## src/rtl/contador_pkg.sv

```systemverilog
// Shared types and helpers for the step-counter run controller.
package contador_pkg;

  // Controller states: waiting for a command, sweeping, or frozen mid-sweep.
  typedef enum logic [1:0] {
    IDLE  = 2'd0,
    RUN   = 2'd1,
    PAUSE = 2'd2
  } seq_state_t;

  // Number of distinct counter values visited in one lap.
  function automatic int unsigned values_per_lap(input int unsigned count_from,
                                                 input int unsigned count_to,
                                                 input int unsigned step);
    return (count_to - count_from) / step + 1;
  endfunction

endpackage

```

## src/rtl/contador_sequencer_step_counter.sv

```systemverilog
// Counter datapath: sweeps COUNT_FROM..COUNT_TO in STEP increments and
// flags the last value of a lap so the sequencer can count laps.
module step_counter #(
  parameter int unsigned DATA_WIDTH = 8,
  parameter int unsigned COUNT_FROM = 0,
  parameter int unsigned COUNT_TO   = 95,
  parameter int unsigned STEP       = 1
) (
  input  logic                  clk,
  input  logic                  rst,
  input  logic                  en,
  input  logic                  clr,
  output logic [DATA_WIDTH-1:0] out,
  output logic                  last
);

  localparam int unsigned SUM_W = DATA_WIDTH + 1;

  logic [DATA_WIDTH-1:0] cnt_q, cnt_d;
  logic [SUM_W-1:0]      sum;

  // One extra bit so out+STEP past the top of the range never wraps silently.
  assign sum  = {1'b0, cnt_q} + SUM_W'(STEP);
  assign last = (sum > SUM_W'(COUNT_TO));
  assign out  = cnt_q;

  // Next value: clear wins, otherwise step or wrap back to the lap start.
  always_comb begin
    // NOTE: every output of a combinational block gets a default first, so no path leaves it unassigned and no latch is inferred.
    cnt_d = cnt_q;
    if (clr) begin
      cnt_d = DATA_WIDTH'(COUNT_FROM);
    end else if (en) begin
      cnt_d = last ? DATA_WIDTH'(COUNT_FROM) : sum[DATA_WIDTH-1:0];
    end
  end

  // Counter register.
  always_ff @(posedge clk or negedge rst) begin
    // NOTE: sequential state uses non-blocking assignments so every flop samples pre-edge values.
    if (!rst) begin
      cnt_q <= DATA_WIDTH'(COUNT_FROM);
    end else begin
      cnt_q <= cnt_d;
    end
  end

endmodule

```

## src/rtl/contador_sequencer.sv

```systemverilog
// Run controller for the step counter: takes "run N laps" commands, drives
// the counter's enable/clear, handles pause/abort and reports lap progress.
module contador_sequencer
  import contador_pkg::*;
#(
  parameter int unsigned DATA_WIDTH = 8,
  parameter int unsigned COUNT_FROM = 0,
  parameter int unsigned COUNT_TO   = 95,
  parameter int unsigned STEP       = 1,
  parameter int unsigned LAP_WIDTH  = 8
) (
  input  logic                  clk,
  input  logic                  rst,
  input  logic                  cmd_valid,
  input  logic [LAP_WIDTH-1:0]  cmd_laps,
  output logic                  cmd_ready,
  input  logic                  pause,
  input  logic                  abort,
  output logic [DATA_WIDTH-1:0] out,
  output logic [LAP_WIDTH-1:0]  lap,
  output logic                  busy,
  output logic                  done
);

  // Reject parameter sets that cannot describe a valid sweep.
  if (COUNT_FROM > COUNT_TO) begin : g_bad_range
    $error("contador_sequencer: COUNT_FROM must not exceed COUNT_TO");
  end
  if (STEP == 0) begin : g_bad_step
    $error("contador_sequencer: STEP must be at least 1");
  end
  if (64'(COUNT_TO) >= (64'd1 << DATA_WIDTH)) begin : g_bad_width
    $error("contador_sequencer: COUNT_TO does not fit in DATA_WIDTH bits");
  end

  seq_state_t           state_q, state_d;
  logic [LAP_WIDTH-1:0] lap_q, lap_d;
  logic [LAP_WIDTH-1:0] target_q, target_d;
  logic [LAP_WIDTH-1:0] lap_inc;
  logic                 done_q, done_d;
  logic                 cnt_en, cnt_clr, cnt_last;

  step_counter #(
    .DATA_WIDTH (DATA_WIDTH),
    .COUNT_FROM (COUNT_FROM),
    .COUNT_TO   (COUNT_TO),
    .STEP       (STEP)
  ) u_step_counter (
    .clk  (clk),
    .rst  (rst),
    .en   (cnt_en),
    .clr  (cnt_clr),
    .out  (out),
    .last (cnt_last)
  );

  // lap_q stays below target_q while running, so the increment cannot overflow.
  assign lap_inc   = lap_q + LAP_WIDTH'(1);
  assign cmd_ready = (state_q == IDLE);
  assign busy      = (state_q != IDLE);
  assign lap       = lap_q;
  assign done      = done_q;

  // Next state, lap/target updates and counter control; abort beats pause beats advance.
  always_comb begin
    state_d  = state_q;
    lap_d    = lap_q;
    target_d = target_q;
    done_d   = 1'b0;
    cnt_en   = 1'b0;
    cnt_clr  = 1'b0;
    unique case (state_q)
      IDLE: begin
        if (cmd_valid) begin
          lap_d = '0;
          if (cmd_laps != '0) begin
            state_d  = RUN;
            target_d = cmd_laps;
            cnt_clr  = 1'b1;
          end else begin
            done_d = 1'b1;
          end
        end
      end
      RUN: begin
        if (abort) begin
          state_d = IDLE;
          cnt_clr = 1'b1;
        end else if (pause) begin
          state_d = PAUSE;
        end else begin
          cnt_en = 1'b1;
          if (cnt_last) begin
            lap_d = lap_inc;
            if (lap_inc == target_q) begin
              state_d = IDLE;
              done_d  = 1'b1;
              cnt_clr = 1'b1;
            end
          end
        end
      end
      PAUSE: begin
        if (abort) begin
          state_d = IDLE;
          cnt_clr = 1'b1;
        end else if (!pause) begin
          state_d = RUN;
        end
      end
      default: begin
        state_d = IDLE;
        cnt_clr = 1'b1;
      end
    endcase
  end

  // Controller registers.
  always_ff @(posedge clk or negedge rst) begin
    if (!rst) begin
      state_q  <= IDLE;
      lap_q    <= '0;
      target_q <= '0;
      done_q   <= 1'b0;
    end else begin
      state_q  <= state_d;
      lap_q    <= lap_d;
      target_q <= target_d;
      done_q   <= done_d;
    end
  end

endmodule

```

## config.mk

```make
export PLATFORM = sky130hd
export DESIGN_NAME = contador_sequencer
export DESIGN_NICKNAME = d
export VERILOG_FILES = /design/src/rtl/contador_pkg.sv /design/src/rtl/contador_sequencer_step_counter.sv /design/src/rtl/contador_sequencer.sv
export SDC_FILE = /design/constraint.sdc
export NUM_CORES = 1
export LEC_CHECK = 0
export ABC_AREA = 1
export CAP_MARGIN = 20
export CORE_MARGIN = 10
export CORE_UTILIZATION = 39
export CTS_BUF_LIST = sky130_fd_sc_hd__clkbuf_8
export CTS_CLUSTER_DIAMETER = 80
export DETAILED_ROUTE_END_ITERATION = 10
export GPL_TIMING_DRIVEN = 0
export SETUP_SLACK_MARGIN = 0.02
export SYNTH_ARGS = -nofsm -noshare
export SYNTH_HDL_FRONTEND = slang
export SYNTH_SLANG_ARGS = --single-unit
```

## constraint.sdc

```tcl
create_clock -name clk -period 4.2 [get_ports clk]
set_input_delay 1.26 -clock clk [delete_from_list [all_inputs] [get_ports clk]]
set_output_delay 1.26 -clock clk [all_outputs]
set_load 0.05 [all_outputs]
```

==> summary.md, run 1 <==
| Metric | Value |
|---|---|
| RSZ-0062 raised after global routing | `no` |
| Leak | `1.04 nW` |
| Reg2reg path depth | `12` |
| F_max | `334 MHz` |
| Final Hold Vio Count | `0` |
| Die Span Y | `87.4 um` |
| Sw frac | `45.1%` |
| CTS max path bufs | `2` |
| Post-synthesis sequential area ratio | `38.1%` |
| Comb power frac | `47.6%` |
| PwrDens | `446 nW/um^2` |
| Fin cells | `349` |
| Top-area cell type share of the netlist area | `38.1%` |
| Worst skew pair latency | `0.28 ns` |
| Synth unique cells | `32` |
| Startpoint class of the critical path | `flop` |
| Hold crit path type | `flop to flop` |
| Syn Inst Count | `261` |
| Vias in the first global route | `1600` |
| Reg2reg end | `u_step_counter.out[2]` |
| DR pass1 iterations | `4` |
| Crit Path Class | `flop to primary output` |
| Worst hold slack | `0.516 ns` |
| HPWL after DPL | `3.34 mm` |
| Highest metal used | `met4` |
| Reg2reg start | `lap[0]` |
| Async S/R FF share, synth | `100%` |
| Final Slew Violations | `0` |
| Synthesis-stage register bit count | `27` |
| Post-route setup slack | `1.20 ns` |
| FP Rows | `24` |
| Placed cell count | `345` |
| Reg2reg setup slack | `2.09 ns` |
| Worst-Margin Slew | `0.704 ns` |
| Post-synth EDFFs | `0` |
| Diodes inserted | `0` |
| Synth Flop Type | `dfrtp_1` |
| Commonest non-fill, non-tap cell in the layout | `nand2_1` |
| Synth area leader | `dfrtp_1` |
| DRT Wirelength | `4.32 mm` |
| Period utilisation layout | `71.3%` |
| Setup bufs post-CTS | `0` |
| CTS resizes | `0` |
| Commonest cells after routing, fill and taps aside | `84 x nand2_1, 40 x inv_1, 34 x nor2_1, 31 x clkdlybuf4s50_1, 27 x dfrtp_1` |
| VDD IR max | `0.000290 V` |
| Vias post-DR | `1663` |
| Tot Pwr | `990 uW` |
| # hold bufs at CTS | `0` |
| Critical Path Sink Type | `primary output` |
| Max-cap violations | `0` |
| Synthesized area | `1770 sq um` |
| Crit-path max FO | `4` |
| Switching pwr | `447 uW` |
| Clock-pin slew on the worst setup and hold paths | `0.10 ns` |
| Remaining antenna violation count | `0` |
| Setup violations, final | `0` |
| First-pass GRT wire length | `7.45 mm` |
| Initial Util | `40.4%` |
| CTS sink count | `27` |
| Sequential Power Share | `36.9%` |
| Synthesized area per cell | `6.79 sq um` |
| CP endpoint | `cmd_ready` |
| Nets | `314` |
| Crit path DAT | `1.74 ns` |
| Post-DR vias/cell | `4.77` |
| Internal power | `544 uW` |
| Routed WL per cell | `12.4 um` |
| Hold_sp | `target_q[4]` |
| WL met3 | `246 um` |
| Total Routing Usage GR | `12.0%` |
| Largest net degree at the start of global routing | `17` |
| Setup Slack @ Placement | `1.19 ns` |
| Die X | `87.4 um` |
| Initial antenna violation count | `0` |
| Area grow syn2layout | `25.3%` |
| Status | `completed` |
| Core ar. | `4380 sq um` |
| Synth area leaders | `dfrtp_1 38%, nand2_1 18%, inv_1 8.3%` |
| TritonCTS buffer count | `3` |
| Setup tns final | `0 ns` |
| YS warnings | `0` |
| Syn Nets | `277` |
| DR DRC count | `0` |
| Die Area | `7640 sq um` |
| Worst slew margin | `52.9%` |
| CTS tree | `built` |
| Worst path required time | `2.94 ns` |
| Met1 WL | `2.22 mm` |
| Met2 WL | `1.80 mm` |
| I/O pins | `32` |
| CP Launch Point | `state_q[1]` |
| DRT iter0 DRCs | `96` |
| Routability congestion estimate from global placement | `0.823` |
| Share of layout cells above drive strength 1 | `7.07%` |
| Root Driver | `clkbuf_8` |
| Post-layout min period | `3.00 ns` |
| I/O Buffers | `31` |
| Clock power share | `15.5%` |
| Gr ovfl total | `0` |
| H-tree levels | `1` |
| Clk_skew | `0.00354 ns` |
[worst max-delay path, cell delays in order, from the launching register on]
cell and delay, ns:
dfrtp_1 0.42, nor2_1 0.20, clkdlybuf4s50_1 0.85
[stage by stage]
stage          utilization (%)  instance area [sq um]
6_report                  50.7                   2220
5_1_grt                   50.7                   2220
4_1_cts                   50.7                   2220
3_5_place_dp              49.6                   2180
3_3_place_gp              49.0                   2150
2_1_floorplan                -                   1770
[flip-flops by register name, indices dropped and copies added, names as in the netlist]
register	flops
done	1
state_q	2
lap	8
u_step_counter.out	8
target_q	8
[cells by family (layout without fill, tap and decap cells)]
logic type	count (synthesis)	after routing	synth area share (%)
and+or+nand+nor	147	147	36.1
buffers and inverters	47	83	10.7
AOI/OAI and AO/OA	33	33	11.0
DFF	27	27	38.1
xor gates and xnor gates	4	4	1.98
adders and majority gates	3	3	2.12
[cells in the mapped netlist, drive strengths merged, types with 3 or more instances]
| cell type | number |
|---|---|
| inv | 41 |
| a21oi | 5 |
| ha | 3 |
| dfrtp | 27 |
| nor2 | 36 |
| nand4 | 4 |
| o21ai | 23 |
| nand3 | 16 |
| nand2 | 87 |
[per-layer routing]
metal | vias up | global-route usage [%]
met5 | - | 0
met4 | 0 | 4.35
met3 | 5 | 2.90
met2 | 34 | 18.5
met1 | 741 | 15.7
li1 | 883 | -
[worst min path at each step]
stage / cells after the start / end / slack [ns]
2_1_floorplan: 2 / target_q[4] / 0.46
3_3_place_gp: 2 / target_q[1] / 0.49
3_5_place_dp: 2 / target_q[4] / 0.50
4_1_cts: 2 / target_q[4] / 0.52
5_1_grt: 2 / target_q[1] / 0.55
6_report: 2 / target_q[4] / 0.52
[power by group through the flow]
stage          clock network, mW  registers [mW]  logic, mW
5_1_grt                    0.167           0.374      0.531
2_1_floorplan                  0           0.407      0.288
3_3_place_gp                   0           0.369      0.469
3_5_place_dp                   0           0.370      0.473
6_report                   0.154           0.365      0.472
4_1_cts                    0.157           0.365      0.476
[layout make-up]
cell class                      count  area (sq um)
Fill cell                         448          2160
Multi-Input combinational cell    187           908
Sequential cell                    27           676
Timing Repair Buffer               32           338
Inverter                           43           161
Tap cell                           52          65.1
Clock buffer                        3          41.3
Buffer                              4          27.5
Clock inverter                      1          3.75
(Power assumes the default switching activity.)
==> inputs of run 2 (changes only) <==
==> constraint.sdc (replaced) <==
create_clock -name clk -period 2.9 [get_ports clk]
set_input_delay 0.87 -clock clk [delete_from_list [all_inputs] [get_ports clk]]
set_output_delay 0.87 -clock clk [all_outputs]
set_load 0.05 [all_outputs]
==> results of run 2 <==
The final DEF is identical to that of run 1. Status: completed.
Among the figures that moved: setup slack after placement 1.19 ns -> 0.283 ns; setup slack after layout 1.20 ns -> 0.294 ns; register-to-register setup slack 2.09 ns -> 0.79 ns; total power 0.990 mW -> 1.43 mW; worst IR drop on VDD 0.000290 V -> 0.000420 V
